## src/rtl/cardinal_ring_arb.sv

```systemverilog
`default_nettype none
// ============================================================================
// cardinal_ring_arb : ring output-port arbiter, two one-entry VCs with
//                     polarity-phased drain/fill and round-robin grants.
// Revision: 1.0
// ============================================================================
module cardinal_ring_arb #(
  parameter int DATA_W = 64,
  parameter int CNT_W  = 16
) (
  input  logic              clk,
  input  logic              reset,
  output logic              polarity,
  input  logic              fwd_si,
  output logic              fwd_ri,
  input  logic [DATA_W-1:0] fwd_di,
  input  logic              pe_si,
  output logic              pe_ri,
  input  logic [DATA_W-1:0] pe_di,
  output logic              dn_so,
  input  logic              dn_ri,
  output logic [DATA_W-1:0] dn_do,
  output logic [CNT_W-1:0]  fwd_cnt,
  output logic [CNT_W-1:0]  pe_cnt
);

  localparam logic [CNT_W-1:0] C_CNT_MAX = '1;

  logic [1:0][DATA_W-1:0] r_buf;
  logic [1:0]             r_full;
  logic                   r_ptr;     // 0: fwd owns the tie, 1: pe owns the tie

  logic w_fill;
  logic w_fwd_elig;
  logic w_pe_elig;

  // The VC being drained this cycle is never offered to requesters.
  assign w_fill     = ~polarity;
  assign w_fwd_elig = fwd_si && (fwd_di[0] == w_fill) && !r_full[w_fill];
  assign w_pe_elig  = pe_si  && (pe_di[0]  == w_fill) && !r_full[w_fill];

  always_comb begin
    fwd_ri = 1'b0;
    pe_ri  = 1'b0;
    if (w_fwd_elig && (!w_pe_elig || !r_ptr)) begin
      fwd_ri = 1'b1;
    end else if (w_pe_elig) begin
      pe_ri = 1'b1;
    end
  end

  always_ff @(posedge clk or posedge reset) begin
    if (reset) begin
      polarity <= 1'b0;
      r_buf    <= '0;
      r_full   <= 2'b00;
      r_ptr    <= 1'b0;
      dn_so    <= 1'b0;
      dn_do    <= '0;
      fwd_cnt  <= '0;
      pe_cnt   <= '0;
    end else begin
      polarity <= ~polarity;

      if (r_full[polarity] && dn_ri) begin
        dn_so            <= 1'b1;
        dn_do            <= r_buf[polarity];
        r_full[polarity] <= 1'b0;
      end else begin
        dn_so <= 1'b0;
      end

      // Pointer always moves to the requester that did not win.
      if (fwd_ri) begin
        r_buf[w_fill]  <= fwd_di;
        r_full[w_fill] <= 1'b1;
        r_ptr          <= 1'b1;
        if (fwd_cnt != C_CNT_MAX) fwd_cnt <= fwd_cnt + CNT_W'(1);
      end else if (pe_ri) begin
        r_buf[w_fill]  <= pe_di;
        r_full[w_fill] <= 1'b1;
        r_ptr          <= 1'b0;
        if (pe_cnt != C_CNT_MAX) pe_cnt <= pe_cnt + CNT_W'(1);
      end
    end
  end

endmodule
`default_nettype wire

```

## config.mk

```make
export PLATFORM = sky130hd
export DESIGN_NAME = cardinal_ring_arb
export DESIGN_NICKNAME = d
export VERILOG_FILES = /design/src/rtl/cardinal_ring_arb.sv
export SDC_FILE = /design/constraint.sdc
export NUM_CORES = 1
export LEC_CHECK = 0
export ABC_CLOCK_PERIOD_IN_PS = 8900
export CAP_MARGIN = 30
export CORE_ASPECT_RATIO = 1.75
export CORE_MARGIN = 2
export CORE_UTILIZATION = 40
export CTS_CLUSTER_SIZE = 24
export DETAILED_ROUTE_END_ITERATION = 6
export PLACE_DENSITY = 0.66
export SLEW_MARGIN = 20
export SYNTH_ARGS = -nofsm -noshare
export SYNTH_HDL_FRONTEND = slang
export SYNTH_SLANG_ARGS = --single-unit
export TNS_END_PERCENT = 20
```

## constraint.sdc

```tcl
create_clock -name clk -period 8.9 [get_ports clk]
set_input_delay 0.89 -clock clk [delete_from_list [all_inputs] [get_ports clk]]
set_output_delay 0.89 -clock clk [all_outputs]
set_load 0.01 [all_outputs]
```

-- After elaboration in Yosys (flattened, before gate mapping)
Cells that the tools add are included.
- register bits after elaboration: 229
- bits of input ports: 133
- logic and storage cells: 64
- add/sub/neg operators: 2
- order comparisons: 4
- equal/unequal tests: 4
- muxes and demuxes: 25
- bitwise logic cells: 5
- reduce and logical (&&, ||, !) cells: 15
- operators by type and width (operator ; number):
    bitwise mux 128 bit ; 2
    two-way mux 128 bit ; 2
    two-way mux 64 bit ; 3
    demux 64 bit (select 1 bit) ; 1
    adder 16 x 1 -> 16 bit, second input constant ; 2
    inequality test 16 bit, second input constant ; 2
    two-way mux 1 bit ; 12
    logical AND 1 bit ; 8
    two-way mux 2 bit ; 3
    < comparator 1 x 2 -> 1 bit, second input constant ; 2
    zero test 1 bit ; 3
    AND reduction 3 bit ; 1
    bitwise AND 2 bit ; 1
    demux 1 bit (select 1 bit) ; 2
    equality test 1 bit ; 2
    greater-or-equal comparator 1 bit, second input constant ; 2
    inverter 1 bit ; 2
    inverter 2 bit ; 1
    bitwise OR 2 bit ; 1
    AND reduction 2 bit ; 1
    nonzero test 2 bit ; 1
    logical OR 1 bit ; 1

-- Logic depth before layout (Yosys ltp)
Gate-level depths: netlist of the first run.
- depth in word-level cells: 11
- depth in mapped cells: 10
- gate-level depth less buffers: 7

-- Worst setup path before layout of the first run
OpenSTA, ideal clock, no wires.
- path kind: in2out
- start point: input port fwd_di[0]
- end point: output port pe_ri
- arrival time: 1.972 ns
- data required time: 8.010 ns
- path slack: 6.038 ns
- stages on the path: 5
- cells stage by stage: ha_1 > nand2b_1 > o2111ai_4 > buf_2 > inv_1
- cells in the longest elaborated chain, start to end: 5
- ends and longest elaborated chain (what ; RTL line ; source):
    from (decl) ; 16 ; input logic [DATA_W-1:0] fwd_di,
    equality test 1 bit ; 39 ; assign w_fwd_elig = fwd_si && (fwd_di[0] == w_fill) && !r_full[w_fill];
    logical AND 1 bit (2 in series) ; 39 ;
    logical AND 1 bit ; 45 ; if (w_fwd_elig && (!w_pe_elig || !r_ptr)) begin
    two-way mux 1 bit ; 45 ;
    to (decl) ; 18 ; output logic pe_ri,
Every way passes these cells.

-- Worst setup path after layout of the first run
- start point: register polarity
- end point: output port fwd_ri
- cells in the longest elaborated chain, start to end: 8
- elaborated cells on any way between the ends: 14
- classes of those cells: eq/ne: 2; mux: 3; bitwise: 1; reduce/logical: 8
- ends and longest elaborated chain (what ; RTL line ; source):
    from (decl) ; 13 ; output logic polarity,
    from (signal assigned) ; 63 ; polarity <= ~polarity;
    inverter 1 bit (*) ; 38 ; assign w_fill = ~polarity;
    named net w_fill ; 33 ; logic w_fill;
    equality test 1 bit ; 40 ; assign w_pe_elig = pe_si && (pe_di[0] == w_fill) && !r_full[w_fill];
    logical AND 1 bit (2 in series) ; 40 ;
    zero test 1 bit ; 45 ;
    logical OR 1 bit ; 45 ;
    logical AND 1 bit (*) ; 45 ;
    two-way mux 1 bit (*) ; 45 ;
    to (decl) ; 15 ; output logic fwd_ri,
Mark *: on every way through the listed nets, which the timed path passes. The rest lies on a longest branch. The select of a mux whose other input is x is not followed.

==> results of run 1 <==
[flip-flops by register name (all words and copies together), names as in the netlist]
signal and count:
fwd_cnt 16, polarity 1, dn_do 64, dn_so 1
r_full 2, r_buf 128, r_ptr 1, pe_cnt 16
[metrics by stage]
step	hold slack [ns]	power [mW]
finish	0.476	2.98
global route	0.504	3.15
detailed placement	0.470	2.04
floorplan	0.495	1.69
global placement	0.460	2.02
CTS	0.483	3.02
[critical path, stage by stage, from the launching register on]
cell and delay [ns]:
dfrtp_4 0.63, inv_1 0.22, ha_1 0.34, nor2b_1 0.19, nand3_1 0.43, inv_4 0.50
clkdlybuf4s50_1 0.63
[routing by layer]
metal | GRT usage [%] | vias to the layer above
met1 | 21.8 | 3609
li1 | - | 3669
met5 | 0 | -
met3 | 2.99 | 30
met4 | 6.11 | 0
met2 | 33.7 | 195
[final cells by class]
| class | instances | area [sq um] |
|---|---|---|
| multi-input combinational | 643 | 4000 |
| antenna | 1 | 2.50 |
| timing repair buffer | 246 | 2500 |
| tap | 312 | 390 |
| fill | 2182 | 11200 |
| inverter | 7 | 36.3 |
| clock buffer | 31 | 646 |
| sequential | 229 | 5730 |
| clock inverter | 9 | 103 |
[layout by cell type, fill, tap and decap left out, drive strengths merged]
cell type | synthesis | routed
nor4 | 7 | 7
clkinvlp | 0 | 3
a31oi | 2 | 2
xor2 | 30 | 30
o21ai | 64 | 64
ha | 6 | 6
nand3b | 1 | 1
a21oi | 130 | 130
a2111oi | 6 | 6
nor3 | 6 | 6
buf | 21 | 14
clkdlybuf4s50 | 0 | 232
nand2b | 2 | 2
or2 | 1 | 1
o2111ai | 1 | 1
dfrtp | 229 | 229
nand2 | 85 | 85
clkinv | 1 | 4
and4 | 1 | 1
nor3b | 3 | 3
diode | 0 | 1
and2 | 1 | 1
inv | 6 | 7
a41oi | 1 | 1
nand4 | 10 | 10
a211oi | 8 | 8
clkbuf | 41 | 31
nor2b | 1 | 1
and3 | 2 | 2
a22o | 1 | 1
nor2 | 131 | 131
mux2 | 3 | 3
or4 | 1 | 1
nand3 | 9 | 9
mux2i | 128 | 128
bufinv | 0 | 2
nor4b | 2 | 2
[cells by family (layout without fill, tap and decap cells)]
family                     after synthesis  in the layout
muxes                                  131            131
AOI/OAI and AO/OA                      213            213
other                                    0              1
buffers and inverters                   69            293
xor gates and xnor gates                30             30
DFF                                    229            229
adders and majority gates                6              6
and+or+nand+nor                        263            263
[power by group through the flow]
stage	logic, mW	clock network, mW	registers, mW
after floorplan	0.276	0	1.41
after global placement	0.633	0	1.39
after detailed placement	0.647	0	1.40
after CTS	0.652	0.992	1.38
final	0.642	0.963	1.38
after global routing	0.712	1.03	1.41
[worst min path at each step]
stage          startpoint   endpoint  slack (ns)  cells after the start
2_1_floorplan   r_buf[61]  r_buf[61]        0.49                      2
3_3_place_gp    dn_do[16]  dn_do[16]        0.46                      2
3_5_place_dp    dn_do[49]  dn_do[49]        0.47                      2
4_1_cts         dn_do[49]  dn_do[49]        0.48                      2
5_1_grt         dn_do[12]  dn_do[12]        0.50                      2
6_report        dn_do[49]  dn_do[49]        0.48                      2
==> reports/results.tsv, run 1 <==
metric	value	unit
antenna_found_initial	0	
rr_endpoint	r_buf[127]	
cts_buffers	22	
die-area	26300	sq um
peakVddDrop	0.155	mV
placement.io_buffers	232	
placedCellCount	1435	
die-width	123	um
swShare	27.8	%
ys_types	42	
dp_slack	4.59	ns
synth.cell_area	9990	sq um
crit_start	polarity	
worst_slew_pin_slew	0.941	ns
outcome	finished, final reports clean	
setup_ws	4.55	ns
synth.area.top_cells	dfrtp_1 57%, mux2i_1 13%, a21oi_1 6.5%	
critPathCapture	fwd_ri	
postCtsSetupRepairBufs	0	
die_y	213	um
io_pins	233	
required	8.01	ns
yosysTopAreaCell	dfrtp_1	
fin_nets	1288	
maxSlewViolCount	0	
wl	24500	um
drt-met1-wl	9810	um
synth_top_area_share	57.3	%
hold_violations	0	
drc_errors	0	
p_int	2.16	mW
synth_area_per_cell	10.6	sq um
rows	76	
synth_top_family_by_area	multiplexers	
ys_warn_count	0	
synth_most_common_cell	dfrtp_1	
synth-simple-area-share	11.5	%
max_slew_margin	36.7	%
p_seq_share	46.2	%
synth-adder-area-share	0.751	%
synth_seq_area_share	57.3	%
wl_per_cell	16.6	um
htreeDepth	1	
syn_to_final_growth	34.2	%
setup_violations	0	
muxShareOfSynthArea	13.3	%
rr_startpoint	polarity	
p_leak	6.02	nW
tns	0	ns
dr_wl_met3	1260	um
r2r_setup_slack	5.19	ns
synth_xor_area_share	2.63	%
drv_cap	0	
synth_edf_count	0	
cts_resized	0	
insertion_delay	0.51	ns
final_area	13400	sq um
worst_ep_arrival_time	3.46	ns
synth-main-ff-cell	dfrtp_1	
core-area	24600	sq um
hold_path.class	flop to flop	
firstDrtPassIters	4	
path_clk_slew	0.07	ns
syn-num-nets	1080	
viasPerCell	5.08	
wl_met2	12800	um
endpoint_kind	output port	
fin_crit	4.35	ns
rsz0062_at_grt	false	
cts_root_buf	clkbuf_16	
critPathKind	flop to output port	
placed_area	12600	sq um
initial_core_util	40.6	%
cts_tree	done	
skew	0.0183	ns
powerDensity	222	nW/um^2
cts_sinks	229	
period_share	48.9	%
synth_compound_area_share	11.6	%
synthCells	941	
cts.path.max_buffers	3	
finalNonFillerCells	1478	
gp_congestion	0.762	
synth_common_cells	229 x dfrtp_1, 131 x nor2_1, 130 x a21oi_1, 127 x mux2i_1, 85 x nand2_1	
top_layer	met4	
synth_seq_cells	229	
fin_util	54.5	%
async_reset_ff_share	100	%
ctsHoldBuffers	0	
grt_usage	18.5	%
drtIter0Drc	330	
ant_nets	0	
overflow	0	
cp_max_fo	24	
cp-start-kind	flop	
hpwl	16100	um
grt_start_max_net_pins	104	
grt_pass1_wl	38500	um
drive_gt1_share	6.09	%
clkPwrFrac	32.3	%
grt_pass1_vias	7524	
r2r_cells	8	
p_comb_share	21.5	%
vias	7503	
p_switching	0.828	mW
fmax	0.230	GHz
Power figures use the tool's default switching activity.
==> inputs of run 2 (changes only) <==
Settings changed: ABC_CLOCK_PERIOD_IN_PS 8900 to 3800, PLACE_DENSITY 0.66 to 0.69.
Clock period 8.9 ns to 3.8 ns, I/O delays scaled along.
==> reports/results.tsv, run 2 (synthesis gave the netlist of run 1 again) <==
metric	value	unit
tns	0	ns
cts_buffers	22	
cp_max_fo	16	
core-area	24600	sq um
drive_gt1_share	6.18	%
cp_common_cell	inv_1	
p_seq_share	46.5	%
die-area	26300	sq um
gp_congestion	0.779	
drtIter0Drc	415	
grt_usage	18.8	%
wl_per_cell	16.5	um
top_register	r_buf	
required	3.42	ns
crit_family	buffers and inverters	
wl	24400	um
p_int	5.02	mW
path_clk_slew	0.06	ns
hold_violations	0	
insertion_delay	0.50	ns
ctsHoldBuffers	0	
drv_cap	0	
grt_start_max_net_pins	121	
vias	7457	
drc_errors	0	
cts_root_buf	clkbuf_16	
die_y	213	um
worst_ep_arrival_time	2.91	ns
overflow	0	
peakVddDrop	0.397	mV
skew	0.0124	ns
io_pins	233	
cp-start-kind	flop	
grt_pass1_vias	7480	
critPathKind	flop to output port	
nFillCells	2125	
placement.io_buffers	232	
largest_registers	r_buf (128), dn_do (64)	
htreeDepth	1	
slowest_delay	0.55	ns
worst_slew_pin_slew	0.908	ns
rows	76	
p_leak	6.00	nW
postCtsSetupRepairBufs	0	
fin_nets	1288	
max_slew_margin	38.9	%
antenna_found_initial	3	
grt_pass1_wl	39000	um
outcome	finished, final reports clean	
cts_resized	0	
initial_core_util	40.6	%
p_switching	1.91	mW
slowest_stage	o2111ai_4	
hpwl	16400	um
rr_startpoint	polarity	
firstDrtPassIters	5	
endpoint_kind	output port	
powerDensity	517	nW/um^2
p_comb_share	21.6	%
hold_path.class	primary input to asynchronous set/reset pin	
layout_commonest_cell	clkdlybuf4s50_1	
fmax	0.304	GHz
largest_register_ffs	128	
maxSlewViolCount	0	
finalNonFillerCells	1479	
clkPwrFrac	31.9	%
crit_buf_inv	3	
cts_sinks	229	
placedCellCount	1437	
path_cells	inv_1 -> ha_1 -> nand2b_1 -> o2111ai_4 -> inv_1 -> clkdlybuf4s50_1	
seqCellArea	5730	sq um
setup_violations	0	
crit_start	polarity	
ant_nets	0	
syn_to_final_growth	34.2	%
cts.path.max_buffers	3	
final_cell_mix	232 x clkdlybuf4s50_1, 228 x dfrtp_1, 131 x nor2_1, 130 x a21oi_1, 127 x mux2i_1	
viasPerCell	5.04	
period_share	86.5	%
multi_input_area	4000	sq um
fin_crit	3.29	ns
rsz0062_at_grt	false	
swShare	27.6	%
cts_tree	done	
die-width	123	um
run 2: worst paths after layout:
kind,end,slack (ns),depth (start not counted)
max in group asynchronous,polarity,2.72,3
worst min register to register,dn_do[19],0.48,2
min in group clk,dn_do[19],0.48,2
worst max-delay path,pe_ri,0.51,6
worst max register to register,r_buf[58],1.11,9
worst min-delay path,dn_do[6],0.14,2
run 2: power by group through the flow:
| stage | logic [mW] | registers [mW] | clock network, mW |
|---|---|---|---|
| after CTS | 1.53 | 3.23 | 2.27 |
| after global routing | 1.67 | 3.29 | 2.37 |
| after detailed placement | 1.52 | 3.27 | 0 |
| after global placement | 1.49 | 3.25 | 0 |
| after floorplan | 0.646 | 3.31 | 0 |
| final | 1.50 | 3.23 | 2.21 |
run 2: cell type report:
cell class / instances / share of cell area (%)
clock buffers: 32 / 4.99
repair buffers: 246 / 18.7
flip-flops and latches: 229 / 42.8
clock inverters: 8 / 0.541
diodes: 2 / 0.0373
well taps: 312 / 2.91
multi-input cells: 643 / 29.8
inverters: 7 / 0.243
run 2: per-layer routing:
layer,GRT usage [%],part of all wire (%)
met1,22.5,39
met2,34.1,54
met3,2.88,4.7
met4,6.07,2.6
met5,0,0.053
run 2: through the flow:
step / area (sq um) / util [%] / hold WS [ns] / worst slack, ns / power, mW
after floorplan: 10000 / - / 0.471 / 0.426 / 3.96
after global placement: 12700 / 51.4 / 0.461 / 0.900 / 4.74
after detailed placement: 12700 / 51.4 / 0.469 / 0.899 / 4.79
after CTS: 13400 / 54.4 / 0.125 / 0.478 / 7.03
after global routing: 13400 / 54.4 / 0.168 / 0.340 / 7.33
final: 13400 / 54.4 / 0.142 / 0.512 / 6.93
run 2: worst reg2reg max path, stage by stage, from the launching register on:
cell     delay [ns]
dfrtp_4        0.50
inv_1          0.21
ha_1           0.28
nor2b_1        0.19
nand3_1        0.09
buf_4          0.20
inv_4          0.26
buf_4          0.43
mux2i_1        0.31
a21oi_1        0.09
